**src/rtl/pipe_adder_pkg.sv**
```systemverilog
// rtl/pipe_adder_pkg.sv - shared constants and helpers for the pipelined adder
`timescale 1ns/1ps
package pipe_adder_pkg;
   localparam int DEFAULT_WIDTH  = 16;
   localparam int DEFAULT_STAGES = 4;
   localparam int DEFAULT_CW     = DEFAULT_WIDTH / DEFAULT_STAGES;

   function automatic int chunk_width(input int width, input int stages);
      return width / stages;
   endfunction

   // Legal split: 1..width stages that divide the width evenly.
   function automatic bit split_ok(input int width, input int stages);
      return (stages >= 1) && (stages <= width) && ((width % stages) == 0);
   endfunction
endpackage

```
**src/rtl/adder_chunk.sv**
```systemverilog
// rtl/adder_chunk.sv - one CW-bit add with registered sum and carry
`timescale 1ns/1ps
module adder_chunk #(
   parameter int CW = 4
) (
   input  logic          clk,
   input  logic          rst_n,
   input  logic          en,
   input  logic [CW-1:0] a,
   input  logic [CW-1:0] b,
   input  logic          cin,
   output logic [CW-1:0] sum,
   output logic          cout
);
   logic [CW:0] total;

   assign total = {1'b0, a} + {1'b0, b} + {{CW{1'b0}}, cin};

   always_ff @(posedge clk or negedge rst_n) begin
      if (!rst_n) begin
         sum  <= '0;
         cout <= 1'b0;
      end else if (en) begin
         sum  <= total[CW-1:0];
         cout <= total[CW];
      end
   end
endmodule

```
**src/rtl/pipe_n_bit_adder.sv**
```systemverilog
// rtl/pipe_n_bit_adder.sv - WIDTH-bit add/subtract split into STAGES carry-registered chunks
`timescale 1ns/1ps
module pipe_n_bit_adder
   import pipe_adder_pkg::*;
#(
   parameter int WIDTH  = DEFAULT_WIDTH,
   parameter int STAGES = DEFAULT_STAGES
) (
   input  logic             clk,
   input  logic             rst_n,
   input  logic             in_valid,
   output logic             in_ready,
   input  logic [WIDTH-1:0] a,
   input  logic [WIDTH-1:0] b,
   input  logic             cin,
   input  logic             sub,
   output logic             out_valid,
   input  logic             out_ready,
   output logic [WIDTH-1:0] sum,
   output logic             cout,
   output logic             ovf
);
   localparam int CW = chunk_width(WIDTH, STAGES);

   if (!split_ok(WIDTH, STAGES)) begin : g_bad_split
      $error("pipe_n_bit_adder: WIDTH must be a multiple of STAGES and STAGES in 1..WIDTH");
   end

   logic                          adv;
   logic [WIDTH-1:0]              b_eff;
   logic                          cin_eff;
   logic [STAGES-1:0][WIDTH-1:0]  a_q;
   logic [STAGES-1:0][WIDTH-1:0]  b_q;
   logic [STAGES-1:0][WIDTH-1:0]  ssum;
   logic [STAGES-1:0]             carry_q;
   logic [STAGES-1:0]             valid_q;

   // The whole pipe moves as one; any stall at the output freezes every stage.
   assign adv      = !out_valid || out_ready;
   assign in_ready = adv;
   assign b_eff    = b ^ {WIDTH{sub}};
   assign cin_eff  = sub | cin;

   for (genvar k = 0; k < STAGES; k++) begin : g_stage
      logic [WIDTH-1:0] a_in, b_in, d_in;
      logic [WIDTH-1:0] a_r, b_r, d_r, s_full;
      logic             c_in, v_in, v_r, c_out;
      logic [CW-1:0]    c_sum;

      if (k == 0) begin : g_head
         assign a_in = a;
         assign b_in = b_eff;
         assign c_in = cin_eff;
         assign d_in = '0;
         assign v_in = in_valid;
      end else begin : g_tail
         assign a_in = a_q[k-1];
         assign b_in = b_q[k-1];
         assign c_in = carry_q[k-1];
         assign d_in = ssum[k-1];
         assign v_in = valid_q[k-1];
      end

      adder_chunk #(.CW(CW)) u_chunk (
         .clk  (clk),
         .rst_n(rst_n),
         .en   (adv),
         .a    (a_in[k*CW +: CW]),
         .b    (b_in[k*CW +: CW]),
         .cin  (c_in),
         .sum  (c_sum),
         .cout (c_out)
      );

      // Full operands ride along so later chunks and the overflow MSBs stay aligned.
      always_ff @(posedge clk or negedge rst_n) begin
         if (!rst_n) begin
            a_r <= '0;
            b_r <= '0;
            d_r <= '0;
            v_r <= 1'b0;
         end else if (adv) begin
            a_r <= a_in;
            b_r <= b_in;
            d_r <= d_in;
            v_r <= v_in;
         end
      end

      always_comb begin
         s_full = d_r;
         s_full[k*CW +: CW] = c_sum;
      end

      assign a_q[k]     = a_r;
      assign b_q[k]     = b_r;
      assign ssum[k]    = s_full;
      assign carry_q[k] = c_out;
      assign valid_q[k] = v_r;
   end

   assign out_valid = valid_q[STAGES-1];
   assign sum       = ssum[STAGES-1];
   assign cout      = carry_q[STAGES-1];
   assign ovf       = (a_q[STAGES-1][WIDTH-1] == b_q[STAGES-1][WIDTH-1]) &&
                      (sum[WIDTH-1] != a_q[STAGES-1][WIDTH-1]);
endmodule

```
**config.mk**
```make
export PLATFORM = sky130hd
export DESIGN_NAME = pipe_n_bit_adder
export DESIGN_NICKNAME = d
export VERILOG_FILES = /design/src/rtl/pipe_adder_pkg.sv /design/src/rtl/adder_chunk.sv /design/src/rtl/pipe_n_bit_adder.sv
export SDC_FILE = /design/constraint.sdc
export NUM_CORES = 1
export LEC_CHECK = 0
export ABC_AREA = 1
export ABC_CLOCK_PERIOD_IN_PS = 3200
export CORE_ASPECT_RATIO = 1.25
export CORE_MARGIN = 5
export CORE_UTILIZATION = 40
export DETAILED_ROUTE_END_ITERATION = 16
export GPL_ROUTABILITY_DRIVEN = 0
export PLACE_DENSITY = 0.71
export SLEW_MARGIN = 10
export SYNTH_ARGS = -nofsm -noshare
export SYNTH_HDL_FRONTEND = slang
export SYNTH_SLANG_ARGS = --single-unit
```
**constraint.sdc**
```tcl
create_clock -name clk -period 3.2 [get_ports clk]
set_input_delay 0.48 -clock clk [delete_from_list [all_inputs] [get_ports clk]]
set_output_delay 0.48 -clock clk [all_outputs]
set_load 0.01 [all_outputs]
```
Word level (Yosys, flattened, before mapping)

Cells that the tools add are included.

Word-level logic and storage cells: 38
Output and inout port bits: 20
Bits in registers: 176

Reductions and logical operators: 3
Equality and inequality tests: 2
$add $sub $neg: 8
Bitwise gates (word level): 2

Operator list:

| operator             | count |
|---|---|
| adder 4 x 4 -> 5 bit | 4 |
| adder 5 x 1 -> 5 bit | 4 |
| XOR 16 bit           | 1 |
| equality test 1 bit  | 1 |
| logical AND 1 bit    | 1 |
| logical NOT 1 bit    | 1 |
| logical OR 1 bit     | 1 |
| != test 1 bit        | 1 |
| bitwise OR 1 bit     | 1 |

Logic depth before layout (Yosys ltp)

Gate-level depths: netlist (run 1).

Word-level depth: 3
Gate-level depth with buffers: 9
Gate-level depth less buffers: 8

By module

Synthesis (run 1) repeated with hierarchy kept, for this count alone.

Cells, all modules: 536
Area total of the unflattened synthesis: 4,530.6 µm²

Modules (own cells, without submodules):

| module                                | area an instance (µm²) | times used | cells each |
|---|---|---|---|
| pipe_n_bit_adder                      | 3,184.3                | 1          | 372 |
| adder_chunk at g_stage[0].u_chunk ... | 339.1                  | 3          | 41 |
| adder_chunk at g_stage[3].u_chunk     | 329.1                  | 1          | 41 |

Worst setup path after synthesis (run 1)

OpenSTA, ideal clock, no wires.

Kind: input-to-reg
Start: input port sub
End: register g_stage[0].u_chunk.cout
Buffers on the path: 2
Setup time: 0.126 ns
Data required time: 3.074 ns
Slack: 0.912 ns
Cell stages on the path: 9
Data arrival time: 2.162 ns
Path through: buf_4 buf_6 or2_2 fa_1 fa_1 nand2_1 inv_1 o21ai_0 a21oi_1

Word-level cells in the longest chain between the ends: 3

Ends and longest elaborated chain:

| element                | RTL line               | source |
|---|---|---|
| from (decl)            | pipe_n_bit_adder.sv:16 | `input logic sub,` |
| XOR 16 bit             | pipe_n_bit_adder.sv:41 | `assign b_eff = b ^ {WIDTH{sub}};` |
| adder 4 x 4 -> 5 bit   | adder_chunk.sv:17      | `assign total = {1'b0, a} + {1'b0, b} + {{CW{1'b0}}, cin};` |
| adder 5 x 1 -> 5 bit * | adder_chunk.sv:17      |  |
| to (signal assigned)   | adder_chunk.sv:25      | `cout <= total[CW];` |
| to (decl)              | adder_chunk.sv:13      | `output logic cout` |

Mark *: on every way between the ends. The rest lies on a longest branch, timed or not.
A chain may end at the register's enable or synchronous reset.

Final worst setup path (run 1)

Ends and elaborated chain as after synthesis.

==> flow_summary.json, run 1 <==
{
  "status": "finished, final reports clean",
  "dpl_cell_area_sq_um": 4980,
  "drt-total-wl_um": 8210,
  "core_area_sq_um": 10600,
  "period_share": 0.703,
  "peakVddDrop_v": 0.000301,
  "post-cts-setup-buffer-count": 0,
  "cts_resized": 0,
  "cp_slowest_stage_delay_ns": 0.48,
  "slew_viol_final": 0,
  "dp_cells": 650,
  "timing.rr.end": "g_stage[1].u_chunk.cout",
  "n_antenna_cell": 0,
  "ant_nets": 0,
  "n_fill_cell": 991,
  "use_met3": 0.0373,
  "ctsRootBufferMaster": "clkbuf_16",
  "die_w_um": 103,
  "yosys.area.top_type": "dfrtp_1",
  "finalSetupViolCount": 0,
  "antenna_found_initial": 0,
  "drt-initial-drc-count": 185,
  "p_clk_frac": 0.216,
  "yosys_warnings": 0,
  "grt_max_degree": 110,
  "crit_chain": "clkdlybuf4s50_1 > or2_2 > fa_1 > fa_1 > nand2_1 > inv_1 > o21ai_0 > a21oi_1",
  "cts_sinks": 98,
  "swShare": 0.347,
  "r2r-start": "g_stage[0].a_r[4]",
  "rows": 42,
  "first_global_vias": 3155,
  "max-slew-margin-rel": 0.338,
  "reg2reg_depth": 6,
  "drive_above_1_share": 0.0449,
  "layout.nets": 587,
  "fin_crit_ns": 2.25,
  "tritoncts": "built",
  "overflow": 0,
  "synth_area_sq_um": 4350,
  "hp-class": "in2async",
  "path_class": "in2reg",
  "grtUsageMet2": 0.206,
  "arrival_ns": 2.47,
  "rsz0062_at_grt": "no",
  "worstSetupEndpointType": "flop",
  "vias": 3129,
  "synth_nets": 537,
  "insertion_delay_ns": 0.34,
  "fin_util": 0.498,
  "maxCapViolCount": 0,
  "ys_types": 21,
  "power_switching_mw": 1.69,
  "reg2reg_setup_slack_ns": 1.36,
  "crit_slowest_cell": "clkdlybuf4s50_1",
  "grt_usage": 0.136,
  "dieArea_sq_um": 13100,
  "first_pass_iters": 6,
  "layout_common_cells": "nand2_1, dfrtp_1, clkdlybuf4s50_1, o21ai_0, inv_1",
  "final_common_cell": "nand2_1",
  "viasPerCell": 4.70,
  "cpMostUsedCell": "fa_1",
  "route.detailed.drc": 0,
  "tns_ns": 0,
  "total_power_mw": 4.87,
  "stdcell_count": 666,
  "avgSynthCellArea_sq_um": 9.07,
  "hold_viol_final": 0,
  "htreeDepth": 3,
  "final.setup_skew_ns": 0.00437,
  "io_buffers": 57,
  "hold_buffers": 0,
  "required_ns": 3.42,
  "grt_use_met1": 0.182,
  "area_delta_synth_final_pct": 21.7,
  "leakagePower_nw": 2.62,
  "seqPwrFrac": 0.430,
  "fmax_ghz": 0.445,
  "busiest_layer": "met2",
  "initial_core_util": 0.409,
  "power.internal_mw": 3.18,
  "clockBufferDepth": 2,
  "die_h_um": 127,
  "synth_top_area_frac": 0.564,
  "wl_per_cell_um": 12.3,
  "combinationalPowerShare": 0.354,
  "tightest_slew_ns": 0.993,
  "stdcell_area_sq_um": 5290,
  "netlist_instances": 479,
  "clkTransAtPathRegs_ns": 0.06,
  "seq_area_frac_synth": 0.564,
  "grt_pass1_wl_um": 14400,
  "ys_top_cells_by_area": "dfrtp_1, nand2_1, o21ai_0",
  "start_kind": "input port",
  "dp_hpwl_um": 5400,
  "synth_seq_cells": 98,
  "pin_count": 58,
  "critPathMaxFanout": 3,
  "cts_made_buffers": 9,
  "p_per_area_nw_per_um2": 921
}
==> metrics by stage <==
step | worst slack (ns) | hold WS, ns
global route | 0.852 | 0.290
global placement | 0.646 | 0.445
floorplan | 0.912 | 0.184
finish | 0.952 | 0.221
CTS | 0.952 | 0.255
detailed placement | 0.593 | 0.442
==> power groups by stage <==
stage	clock (mW)	sequential [mW]	combinational, mW
after global placement	0	2.09	1.67
final	1.05	2.09	1.73
after floorplan	0	2.09	1.13
after CTS	1.09	2.10	1.76
after detailed placement	0	2.11	1.73
after global routing	1.12	2.17	2.00
==> final cells by class <==
class | count | area (sq um) | share of cell area
Sequential cell | 98 | 2450 | 0.464
Timing Repair Buffer | 62 | 606 | 0.115
Multi-Input combinational cell | 324 | 1630 | 0.309
Clock inverter | 1 | 5.00 | 0.000947
Clock buffer | 15 | 298 | 0.0563
Inverter | 34 | 128 | 0.0241
Tap cell | 132 | 165 | 0.0312
==> metal layers <==
| layer | vias to the layer above | wire, um |
|---|---|---|
| met3 | 11 | 398 |
| met2 | 54 | 3850 |
| li1 | 1580 | - |
| met4 | 0 | 138 |
| met1 | 1484 | 3820 |
| met5 | - | 0 |
==> worst max-delay path by stage <==
stage | cells after the start | from | slack (ns) | endpoint
6_report | 8 | sub | 0.95 | g_stage[0].u_chunk.cout
5_1_grt | 7 | sub | 0.85 | g_stage[0].u_chunk.sum[2]
4_1_cts | 8 | sub | 0.95 | g_stage[0].u_chunk.cout
3_5_place_dp | 8 | sub | 0.59 | g_stage[0].u_chunk.cout
3_3_place_gp | 8 | sub | 0.65 | g_stage[0].u_chunk.cout
2_1_floorplan | 9 | sub | 0.91 | g_stage[0].u_chunk.cout
==> critical path, delay by kind of cell <==
| kind | cells | cell delay, ns |
|---|---|---|
| buffers and inverters | 2 | 0.53 |
| adders and majority gates | 2 | 0.81 |
| and+or+nand+nor | 2 | 0.41 |
| AOI/OAI and AO/OA | 2 | 0.22 |
==> cell families (layout without fill, tap and decap cells) <==
family,Yosys count,after routing,share of synthesized area
flops,98,98,0.564
xor+xnor,16,16,0.0322
fa+ha+maj,20,20,0.0714
simple gates,232,232,0.205
buf+inv,57,112,0.0608
compound gates,56,56,0.0662
==> synth_stat cells <==
cell,count
nand2_1,204
buf_4,3
o21ai_0,42
dfrtp_1,98
a22oi_1,1
or2_2,1
inv_2,1
buf_2,13
fa_1,8
o31ai_1,2
clkbuf_1,4
nor2_2,1
buf_6,3
xor2_1,4
o21ai_1,3
inv_1,33
nor2_1,14
xnor2_1,12
a21oi_1,8
ha_1,12
nand3_1,12
==> flip-flops by register name, indices dropped and copies added (netlist names) <==
signal	cells
g_stage.a_r	25
g_stage.b_r	25
g_stage.d_r	24
g_stage.u_chunk.cout	4
g_stage.u_chunk.sum	16
g_stage.v_r	3
out_valid	1
No activity file was read; power rests on OpenSTA's default activity.
==> run 2, diff against run 1 <==
--- a/config.mk
+++ b/config.mk
@@ -6,7 +6,7 @@
 export NUM_CORES = 1
 export LEC_CHECK = 0
 export ABC_AREA = 1
-export ABC_CLOCK_PERIOD_IN_PS = 3200
+export ABC_CLOCK_PERIOD_IN_PS = 2160
 export CORE_ASPECT_RATIO = 1.25
 export CORE_MARGIN = 5
 export CORE_UTILIZATION = 40
==> constraint.sdc (replaced) <==
create_clock -name clk -period 2.16 [get_ports clk]
set_input_delay 0.324 -clock clk [delete_from_list [all_inputs] [get_ports clk]]
set_output_delay 0.324 -clock clk [all_outputs]
set_load 0.01 [all_outputs]
==> flow_summary.json, run 2 (synthesis results as in run 1) <==
{
  "tritoncts": "built",
  "cp_slowest_stage_delay_ns": 0.43,
  "crit_family": "adder cells",
  "htreeDepth": 3,
  "clockBufferDepth": 2,
  "fmax_ghz": 0.490,
  "stdcell_count": 666,
  "fin_crit_ns": 2.04,
  "peakVddDrop_v": 0.000478,
  "layout.nets": 588,
  "max-slew-margin-rel": 0.690,
  "antenna_found_initial": 0,
  "area_delta_synth_final_pct": 22.1,
  "rsz0062_at_grt": "no",
  "cts_sinks": 98,
  "grt_pass1_wl_um": 14400,
  "ctsRootBufferMaster": "clkbuf_16",
  "dp_cells": 650,
  "path_class": "in2reg",
  "insertion_delay_ns": 0.34,
  "required_ns": 2.38,
  "cpMostUsedCell": "fa_1",
  "arrival_ns": 2.26,
  "tightest_slew_ns": 0.465,
  "p_per_area_nw_per_um2": 1340,
  "grt_max_degree": 110,
  "rows": 42,
  "critPathMaxFanout": 2,
  "dieArea_sq_um": 13100,
  "start_kind": "input port",
  "final_common_cell": "nand2_1",
  "grt_usage": 0.139,
  "preCtsSetupSlack_ns": -0.331,
  "first_global_vias": 3162,
  "drt-initial-drc-count": 209,
  "drive_above_1_share": 0.0412,
  "layout_common_cells": "nand2_1, dfrtp_1, clkdlybuf4s50_1, o21ai_0, inv_1",
  "slew_viol_final": 0,
  "hold_viol_final": 0,
  "reg_top3": "g_stage.a_r x25, g_stage.b_r x25, g_stage.d_r x24",
  "ant_nets": 0,
  "dp_hpwl_um": 5540,
  "initial_core_util": 0.409,
  "wl_per_cell_um": 12.3,
  "final.setup_skew_ns": 0.00432,
  "drt-total-wl_um": 8160,
  "crit_chain": "clkdlybuf4s50_1 > or2_2 > fa_1 > fa_1 > nand2_1 > inv_1 > o21ai_0 > a21oi_1",
  "io_buffers": 57,
  "overflow": 0,
  "viasPerCell": 4.71,
  "die_w_um": 103,
  "clkTransAtPathRegs_ns": 0.06,
  "maxCapViolCount": 0,
  "status": "finished, final reports clean",
  "vias": 3135,
  "reg2reg_setup_slack_ns": 0.38,
  "worstSetupEndpointType": "flop",
  "n_antenna_cell": 0,
  "crit_slowest_cell": "clkdlybuf4s50_1",
  "period_share": 0.944,
  "cts_made_buffers": 9,
  "finalSetupViolCount": 0,
  "first_pass_iters": 4,
  "setup_ws_ns": 0.121,
  "route.detailed.drc": 0,
  "leakagePower_nw": 2.62,
  "die_h_um": 127,
  "core_area_sq_um": 10600,
  "crit_buf_inv": 2,
  "hp-class": "reg2reg",
  "n_fill_cell": 997,
  "pin_count": 58
}
[run 2: changes by cell type in the layout (fill, tap and decap cells not counted), sizes merged]
cell           delta
clkbuf            -2
dlymetal6s2s      +1
clkdlybuf4s50     -1
clkinvlp          +1
dlygate4sd3       +1
[run 2: through the flow]
stage                     hold slack [ns]  setup TNS [ns]  power [mW]  area, sq um   util
final                               0.463               0        7.10         5310  0.500
after global routing                0.497               0        7.76         5310  0.500
after CTS                           0.464               0        7.21         5310  0.500
after detailed placement            0.312          -0.823        5.71         5020  0.473
after global placement              0.311          -0.508        5.60         5020  0.473
after floorplan                    0.0284               0        4.77         4350      -
[run 2: metal layers]
metal	vias to the layer above	part of all wire	track usage
met5	-	0	0
met4	0	0.027	0.0671
met3	16	0.047	0.0390
met2	57	0.48	0.214
met1	1475	0.45	0.178
li1	1587	-	-
[run 2: worst reg2reg max path: cells and delay by family (launching register included)]
family / cells / cell delay, ns
buffers and inverters: 1 / 0.06
AOI/OAI and AO/OA: 2 / 0.24
and+or+nand+nor: 1 / 0.08
DFF: 1 / 0.40
adders and majority gates: 2 / 0.87
[run 2: timing repair]
action | CTS | global route
endpoints found under the hold margin | 35 | 0
setup endpoints to repair | 0 | 2
resized for setup | 0 | 1
buffers inserted | 0 | 0
hold buffers | 1 | 0
[run 2: area by class of cell]
type | count | area (sq um) | area share
Clock buffer | 13 | 260 | 0.0490
Clock inverter | 2 | 12.5 | 0.00236
Inverter | 34 | 128 | 0.0240
Multi-Input combinational cell | 324 | 1630 | 0.308
Sequential cell | 98 | 2450 | 0.462
Tap cell | 132 | 165 | 0.0311
Timing Repair Buffer | 63 | 656 | 0.124
[run 2: worst paths after layout]
| check | start | endpoint | cells after the start |
|---|---|---|---|
| worst max-delay path | cin | g_stage[0].u_chunk.cout | 8 |
| worst min-delay path | g_stage[2].v_r | out_valid | 2 |
| worst max register to register | g_stage[0].a_r[4] | g_stage[1].u_chunk.cout | 6 |
| worst min register to register | g_stage[2].v_r | out_valid | 2 |
| max in group asynchronous | rst_n | g_stage[3].d_r[8] | 3 |
| min in group asynchronous | rst_n | g_stage[3].b_r[15] | 2 |
[run 2: power by group]
| group | total [mW] | switching [mW] | internal, mW |
|---|---|---|---|
| logic | 2.55 | 1.42 | 1.13 |
| clock network | 1.45 | 0.617 | 0.835 |
| registers | 3.10 | 0.441 | 2.65 |
==> run 3, diff against run 2 <==
--- a/config.mk
+++ b/config.mk
@@ -13,6 +13,8 @@
 export DETAILED_ROUTE_END_ITERATION = 16
 export GPL_ROUTABILITY_DRIVEN = 0
 export PLACE_DENSITY = 0.71
+export SKIP_CTS_REPAIR_TIMING = 1
+export SKIP_LAST_GASP = 1
 export SLEW_MARGIN = 10
 export SYNTH_ARGS = -nofsm -noshare
 export SYNTH_HDL_FRONTEND = slang
==> flow_summary.json, run 3 (synthesis results as in run 1) <==
{
  "hold_path_end": "out_valid",
  "clkTransAtPathRegs_ns": 0.06,
  "tritoncts": "built",
  "ctsRootBufferMaster": "clkbuf_16",
  "first_global_vias": 3152,
  "drt-total-wl_um": 8160,
  "ant_nets": 0,
  "cts_made_buffers": 9,
  "layout.nets": 588,
  "fin_util": 0.500,
  "leakagePower_nw": 2.62,
  "worstSetupEndpointType": "flop",
  "arrival_ns": 2.26,
  "drt-initial-drc-count": 201,
  "clockBufferDepth": 2,
  "overflow": 0,
  "viasPerCell": 4.72,
  "p_per_area_nw_per_um2": 1340,
  "route.detailed.drc": 0,
  "dp_cells": 650,
  "reg2reg_setup_slack_ns": 0.38,
  "combinationalPowerShare": 0.360,
  "start_kind": "input port",
  "power.internal_mw": 4.62,
  "fin_crit_ns": 2.04,
  "n_antenna_cell": 0,
  "hp-class": "reg2reg",
  "htreeDepth": 3,
  "stdcell_count": 666,
  "slew_viol_final": 0,
  "critPathMaxFanout": 2,
  "die_h_um": 127,
  "core_area_sq_um": 10600,
  "seqPwrFrac": 0.436,
  "hold_viol_final": 0,
  "maxCapViolCount": 0,
  "first_pass_iters": 4,
  "path_class": "in2reg",
  "rsz0062_at_grt": "no",
  "grt_max_degree": 110,
  "die_w_um": 103,
  "period_share": 0.944,
  "pin_count": 58,
  "grt_usage": 0.138,
  "n_fill_cell": 997,
  "hold_depth": 2,
  "r2r-start": "g_stage[0].a_r[4]",
  "swShare": 0.349,
  "rows": 42,
  "worstHoldStart": "g_stage[2].v_r",
  "layout_common_cells": "nand2_1, dfrtp_1, clkdlybuf4s50_1, o21ai_0, inv_1",
  "finalSetupViolCount": 0,
  "drive_above_1_share": 0.0412,
  "power_switching_mw": 2.48,
  "timing.hold.ws_ns": 0.463,
  "fmax_ghz": 0.491,
  "final_common_cell": "nand2_1",
  "area_delta_synth_final_pct": 22.1,
  "final.setup_skew_ns": 0.00434,
  "reg_top3": "g_stage.a_r x25, g_stage.b_r x25, g_stage.d_r x24",
  "vias": 3146,
  "antenna_found_initial": 0,
  "wl_per_cell_um": 12.3,
  "peakVddDrop_v": 0.000480,
  "status": "finished, final reports clean",
  "io_buffers": 57,
  "insertion_delay_ns": 0.34,
  "tightest_slew_ns": 0.465,
  "stdcell_area_sq_um": 5310,
  "max-slew-margin-rel": 0.690,
  "p_clk_frac": 0.204,
  "required_ns": 2.38,
  "cts_sinks": 98,
  "dpl_cell_area_sq_um": 5020,
  "grt_pass1_wl_um": 14300,
  "initial_core_util": 0.409,
  "timing.rr.end": "g_stage[1].u_chunk.cout",
  "dp_hpwl_um": 5540,
  "dieArea_sq_um": 13100,
  "reg2reg_depth": 6
}
run 3: cell counts in the layout (fill, tap and decap cells not counted):
Identical to the previous run, type by type.
run 3: critical path, cell delays in order:
cell             delay [ns]
clkdlybuf4s50_1        0.43
or2_2                  0.31
fa_1                   0.42
fa_1                   0.41
nand2_1                0.08
inv_1                  0.05
o21ai_0                0.16
a21oi_1                0.08
run 3: metrics by stage:
| step | TNS, ns | power (mW) | setup slack (ns) |
|---|---|---|---|
| after floorplan | 0 | 4.77 | 0.0284 |
| final | 0 | 7.10 | 0.122 |
| after CTS | 0 | 7.21 | 0.0309 |
| after global routing | 0 | 7.76 | 0.0727 |
| after global placement | -0.508 | 5.60 | -0.242 |
| after detailed placement | -0.823 | 5.71 | -0.331 |
run 3: layout make-up:
| type | count | area (sq um) | share of cell area |
|---|---|---|---|
| tap | 132 | 165 | 0.0311 |
| clock inverter | 2 | 12.5 | 0.00236 |
| sequential | 98 | 2450 | 0.462 |
| inverter | 34 | 128 | 0.0240 |
| timing repair buffer | 63 | 656 | 0.124 |
| multi-input combinational | 324 | 1630 | 0.308 |
| clock buffer | 13 | 260 | 0.0490 |
run 3: metal layers:
layer | vias up | wire [um] | track usage
met5 | - | 0 | 0
met4 | 0 | 232 | 0.0671
met1 | 1480 | 3680 | 0.178
met2 | 61 | 3860 | 0.213
met3 | 18 | 385 | 0.0390
li1 | 1587 | - | -
run 3: worst max-delay path by stage:
stage	from	to	slack (ns)	cells after the start
finish	cin	g_stage[0].u_chunk.cout	0.12	8
global route	cin	g_stage[0].u_chunk.sum[2]	0.07	7
CTS	sub	g_stage[0].u_chunk.cout	0.03	8
detailed placement	sub	g_stage[0].u_chunk.cout	-0.33	8
global placement	sub	g_stage[0].u_chunk.cout	-0.24	8
floorplan	sub	g_stage[0].u_chunk.cout	0.03	9
run 3: power groups by stage:
| stage | clock [mW] | combinational [mW] | sequential [mW] |
|---|---|---|---|
| 6_report | 1.45 | 2.55 | 3.10 |
| 5_1_grt | 1.58 | 2.98 | 3.20 |
| 4_1_cts | 1.49 | 2.61 | 3.10 |
| 3_5_place_dp | 0 | 2.59 | 3.13 |
| 3_3_place_gp | 0 | 2.50 | 3.10 |
| 2_1_floorplan | 0 | 1.67 | 3.10 |
